`src/rtl/mult_reduce.sv`:
```
// Three-level adder tree that sums eight captured partial products over three
// busy cycles, then presents the sum, the side-band word and a sticky overflow flag.
module mult_reduce (
    input  logic        clock,
    input  logic        reset,
    input  logic        in_valid,
    input  logic [31:0] pp_0,
    input  logic [31:0] pp_1,
    input  logic [31:0] pp_2,
    input  logic [31:0] pp_3,
    input  logic [31:0] pp_4,
    input  logic [31:0] pp_5,
    input  logic [31:0] pp_6,
    input  logic [31:0] pp_7,
    input  logic [31:0] reg_input,
    output logic        busy,
    output logic [31:0] result,
    output logic [31:0] reg_output,
    output logic        overflow,
    output logic        result_rdy,
    output logic [1:0]  dbg_state
);

    typedef enum logic [1:0] {
        IDLE = 2'd0,
        L1   = 2'd1,
        L2   = 2'd2,
        L3   = 2'd3
    } state_t;

    state_t      state;
    state_t      state_next;

    logic [31:0] pp_q [8];
    logic [31:0] reg_q;
    logic [31:0] s1_q [4];
    logic        ov1_q;
    logic [31:0] s2_q [2];
    logic        ov2_q;

    logic [31:0] s1_d [4];
    logic        ov1_d;
    logic [31:0] s2_d [2];
    logic        ov2_d;
    logic [31:0] fin_d;
    logic        ov3_d;

    // Signed overflow: both operands share a sign that the wrapped sum does not.
    function automatic logic add_ovf(input logic [31:0] a, input logic [31:0] b,
                                     input logic [31:0] s);
        return (a[31] == b[31]) && (s[31] != a[31]);
    endfunction

    // Adder tree; the overflow flag accumulates level by level alongside the sums.
    always_comb begin
        ov1_d = 1'b0;
        for (int i = 0; i < 4; i++) begin
            s1_d[i] = pp_q[2*i] + pp_q[2*i+1];
            ov1_d   = ov1_d | add_ovf(pp_q[2*i], pp_q[2*i+1], s1_d[i]);
        end
        ov2_d = ov1_q;
        for (int j = 0; j < 2; j++) begin
            s2_d[j] = s1_q[2*j] + s1_q[2*j+1];
            ov2_d   = ov2_d | add_ovf(s1_q[2*j], s1_q[2*j+1], s2_d[j]);
        end
        fin_d = s2_q[0] + s2_q[1];
        ov3_d = ov2_q | add_ovf(s2_q[0], s2_q[1], fin_d);
    end

    always_ff @(posedge clock) begin
        if (reset) begin
            state <= IDLE;
        end else begin
            state <= state_next;
        end
    end

    always_comb begin
        state_next = state;
        case (state)
            IDLE: if (in_valid) state_next = L1;
            L1:   state_next = L2;
            L2:   state_next = L3;
            L3:   state_next = IDLE;
            default: state_next = IDLE;
        endcase
    end

    always_comb begin
        busy      = (state != IDLE);
        dbg_state = state;
    end

    // Requests arriving outside IDLE are simply not looked at.
    always_ff @(posedge clock) begin
        if (reset) begin
            pp_q       <= '{default: '0};
            reg_q      <= '0;
            s1_q       <= '{default: '0};
            ov1_q      <= 1'b0;
            s2_q       <= '{default: '0};
            ov2_q      <= 1'b0;
            result     <= '0;
            reg_output <= '0;
            overflow   <= 1'b0;
            result_rdy <= 1'b0;
        end else begin
            result_rdy <= 1'b0;
            case (state)
                IDLE: begin
                    if (in_valid) begin
                        pp_q  <= '{pp_0, pp_1, pp_2, pp_3, pp_4, pp_5, pp_6, pp_7};
                        reg_q <= reg_input;
                    end
                end
                L1: begin
                    s1_q  <= s1_d;
                    ov1_q <= ov1_d;
                end
                L2: begin
                    s2_q  <= s2_d;
                    ov2_q <= ov2_d;
                end
                L3: begin
                    result     <= fin_d;
                    reg_output <= reg_q;
                    overflow   <= ov3_d;
                    result_rdy <= 1'b1;
                end
                default: ;
            endcase
        end
    end

endmodule

```
`config.mk`:
```
export PLATFORM = sky130hd
export DESIGN_NAME = mult_reduce
export DESIGN_NICKNAME = d
export VERILOG_FILES = /design/src/rtl/mult_reduce.sv
export SDC_FILE = /design/constraint.sdc
export NUM_CORES = 2
export LEC_CHECK = 0
export ABC_AREA = 1
export CAP_MARGIN = 25
export CORE_MARGIN = 2
export CORE_UTILIZATION = 62
export CTS_CLUSTER_DIAMETER = 120
export DETAILED_ROUTE_END_ITERATION = 6
export PLACE_DENSITY = 0.89
export SETUP_SLACK_MARGIN = 0.1
export SLEW_MARGIN = 10
export SYNTH_ARGS = -nofsm -noshare
export SYNTH_HDL_FRONTEND = slang
export SYNTH_SLANG_ARGS = --single-unit
```
`constraint.sdc`:
```
create_clock -name clock -period 4.3 [get_ports clock]
set_input_delay 0.86 -clock clock [delete_from_list [all_inputs] [get_ports clock]]
set_output_delay 0.86 -clock clock [all_outputs]
set_load 0.02 [all_outputs]
```
==> results.sh <==
export IMPL_clk_pin_slew_ps=60
export IMPL_rrSetupSlack_ps=1840
export IMPL_wl_met3_mm=6.659
export IMPL_synthAdderAreaFrac=0.08809
export IMPL_synth_compound_area_share=0.1712
export IMPL_wl_met1_mm=45.04
export IMPL_drc=0
export IMPL_synth_simple_gate_area_frac=0.3012
export IMPL_wl_per_cell_microns=16.05
export IMPL_rr_worst_depth=16
export IMPL_post_place_ws_ps=1411
export IMPL_path_max_fanout=4
export IMPL_worst_slew_margin_rel=0.2998
export IMPL_grt_overflow_total=0
export IMPL_synth_top_family_by_area="simple AND/OR/NAND/NOR gates"
export IMPL_maxSlewViolCount=0
export IMPL_initialDrtViolationCount=2630
export IMPL_post_dp_hpwl_mm=74.50
export IMPL_antenna_found_initial=0
export IMPL_area_delta_synth_final_pct=18.22
export IMPL_power_uw=24370
export IMPL_mostFrequentLayoutCells="nor2_1 (1390), nand2_1 (775), o21ai_0 (586), dfxtp_1 (550), inv_1 (495)"
export IMPL_insertion_delay_ps=630
export IMPL_grt_pass1_wl_mm=159.3
export IMPL_timing_rr_end="s1_q[30]$_SDFFE_PP0N_"
export IMPL_gr_usage_all_layers=0.3449
export IMPL_root_buffer="clkbuf_16"
export IMPL_maxUsedRoutingLayer="met4"
export IMPL_gp_congestion=0.9467
export IMPL_leakage_uw=0.01873
export IMPL_nets=5898
export IMPL_synthFlopType="dfxtp_1"
export IMPL_ir_drop_v=0.0004128
export IMPL_die_h_microns=235.1
export IMPL_vias=33800
export IMPL_die_area_sq_um=55290
export IMPL_final_common_cell="nor2_1"
export IMPL_top_level_ports=360
export IMPL_grt_pass1_vias=31550
export IMPL_ctsHtreeMaxLevel=2
export IMPL_muxShareOfSynthArea=0
export IMPL_fp_dieW_microns=235.1
export IMPL_n_antenna_cell=0
export IMPL_setup_slack_ps=1260
export IMPL_via_per_inst=5.532
export IMPL_drive_gt1_frac=0.04187
export IMPL_syn_cell_area_sq_um=33120
export IMPL_num_rows=84
export IMPL_antenna_left=0
export IMPL_cp_endpoint="busy"
export IMPL_clock_sinks=550
export IMPL_arrival_ps=2180
export IMPL_finalCritPeriodShare=0.7070
export IMPL_cap_violations=0
export IMPL_io_buffers=359
export IMPL_cp_required_ps=3440
export IMPL_synth_xor_area_frac=0.02935
export IMPL_max_slew_worst_pin_slew_ps=1050
export IMPL_numCtsBuffers=55
export IMPL_routed_wl_mm=98.08
export IMPL_post_cts_resized=0
export IMPL_post_cts_buffers=0
export IMPL_tns_ps=0
export IMPL_grt_start_max_net_pins=191
export IMPL_postSynthCellCount=5109
export IMPL_startpoint_type="flip-flop"
export IMPL_period_needed_ps=3040
export IMPL_rsz0062_at_grt="no"
export IMPL_clock_fmax_ghz=0.3289
export IMPL_core_area_sq_um=52660
export IMPL_critical_path_class="reg2out"
export IMPL_power_density_nw_per_um2=622.4
export IMPL_met2WireLength_mm=44.43
export IMPL_firstDrtPassIters=5
export IMPL_ctsLongestPathBuffers=3
export IMPL_synth_seq_cells=550
export IMPL_hold_class="reg2reg"
export IMPL_synth_edf_count=0
export IMPL_yosysWarnings=0
export IMPL_ys_async_sr_fraction=0
export IMPL_status="finished clean"
export IMPL_rr_startpoint="pp_q[0]$_SDFFE_PP0P_"
export IMPL_n_fill_cell=4331
export IMPL_hold_violations=0
export IMPL_skew_ps=23.20
export IMPL_ys_seq_area_frac=0.3324
export IMPL_yosysUniqueCellTypes=46
export IMPL_startpoint="dbg_state[0]$_SDFFE_PP0P_"
export IMPL_end_kind="primary output"
export IMPL_syn_mean_instance_area_sq_um=6.483
export IMPL_initial_utilization=0.6290
export IMPL_cts_tree="done"
export IMPL_hold_buffers=0
export IMPL_syn_num_nets=5629
export IMPL_setup_viol=0
==> worst max-delay path, cell delays in order, from the launching register on <==
cell,delay [ps]
dfxtp_1,440
inv_1,130
ha_1,290
inv_1,100
clkdlybuf4s50_1,610
==> where the power goes <==
group,leakage [uW],switching [uW],internal (uW)
Sequential,0.00453,1310,6750
Clock,0.000936,2130,2900
Combinational,0.0133,7240,4050
==> metrics by stage <==
| step | hold slack (ps) | util | area, sq um | cells |
|---|---|---|---|---|
| after floorplan | 443.9 | - | 33120 | 5109 |
| after global placement | 456.9 | 0.7073 | 37240 | 6008 |
| after detailed placement | 463.8 | 0.7077 | 37260 | 6009 |
| after CTS | 473.1 | 0.7436 | 39160 | 6110 |
| after global routing | 498.2 | 0.7436 | 39160 | 6110 |
| final | 475.1 | 0.7436 | 39160 | 6110 |
==> routing by layer <==
metal / global-route usage / vias to the layer above
met3: 0.03987 / 126
met5: 0 / -
met1: 0.4832 / 15490
li1: - / 17060
met2: 0.5687 / 1123
met4: 0.08055 / 0
==> flip-flops by register name, summed over array words and instances (netlist names) <==
name	cells
ov2_q	1
overflow	1
dbg_state	2
result	32
s2_q	64
s1_q	128
ov1_q	1
pp_q	256
reg_q	32
result_rdy	1
reg_output	32
==> cell families (layout without fill, tap and decap cells) <==
group	Yosys count	after routing
buffers and inverters	678	991
XOR/XNOR	111	111
AND/OR/NAND/NOR	2495	2495
adder cells (fa/ha/maj)	229	229
flip-flops	550	550
AO/OA/AOI/OAI	1046	1046
==> synthesized netlist by cell type, types with 3 or more instances <==
cell type / number / area share
ha_1: 222 / 0.084
inv_1: 496 / 0.056
buf_1: 15 / 0.0017
clkbuf_1: 139 / 0.016
nor2_1: 1390 / 0.16
nand3_2: 7 / 0.0021
inv_2: 3 / 0.00034
o21bai_1: 37 / 0.0084
a21oi_2: 14 / 0.0037
xnor2_1: 22 / 0.0058
dfxtp_1: 550 / 0.33
o221ai_1: 4 / 0.0011
nor3_2: 5 / 0.0015
o21ai_2: 14 / 0.0037
nand2_1: 776 / 0.088
nand2_2: 26 / 0.0049
fa_1: 7 / 0.0042
o211ai_1: 5 / 0.0011
o21a_1: 20 / 0.0045
buf_2: 24 / 0.0036
or2_1: 5 / 0.00094
a31o_2: 8 / 0.0021
nor2_2: 8 / 0.0015
nand3_1: 178 / 0.027
nor4_1: 8 / 0.0015
nor3_1: 42 / 0.0063
a21o_1: 26 / 0.0059
o21ai_1: 35 / 0.0053
nand4_1: 41 / 0.0077
a31oi_1: 3 / 0.00057
xor2_1: 89 / 0.024
a21boi_2: 4 / 0.0014
a21oi_1: 280 / 0.042
nand3b_1: 4 / 0.00091
o21ai_0: 586 / 0.089
==> worst min path at each step <==
stage,start,to,slack [ps],cells past startpoint
finish,pp_q[223]$_SDFFE_PP0P_,pp_q[223]$_SDFFE_PP0P_,480,2
global route,pp_q[127]$_SDFFE_PP0P_,pp_q[127]$_SDFFE_PP0P_,500,2
CTS,pp_q[127]$_SDFFE_PP0P_,pp_q[127]$_SDFFE_PP0P_,470,2
detailed placement,pp_q[127]$_SDFFE_PP0P_,pp_q[127]$_SDFFE_PP0P_,460,2
global placement,pp_q[31]$_SDFFE_PP0P_,pp_q[31]$_SDFFE_PP0P_,460,2
floorplan,pp_q[159]$_SDFFE_PP0P_,pp_q[159]$_SDFFE_PP0P_,440,2
==> final cells by class <==
type / count / area [sq um] / area share
clock inverter: 28 / 306.5 / 0.007829
inverter: 500 / 1892 / 0.04832
timing repair buffer: 390 / 3940 / 0.1006
tap: 688 / 860.8 / 0.02199
sequential: 550 / 11010 / 0.2812
multi-input combinational: 3881 / 19560 / 0.4996
clock buffer: 73 / 1584 / 0.04046
No activity file was read; power rests on OpenSTA's default activity.
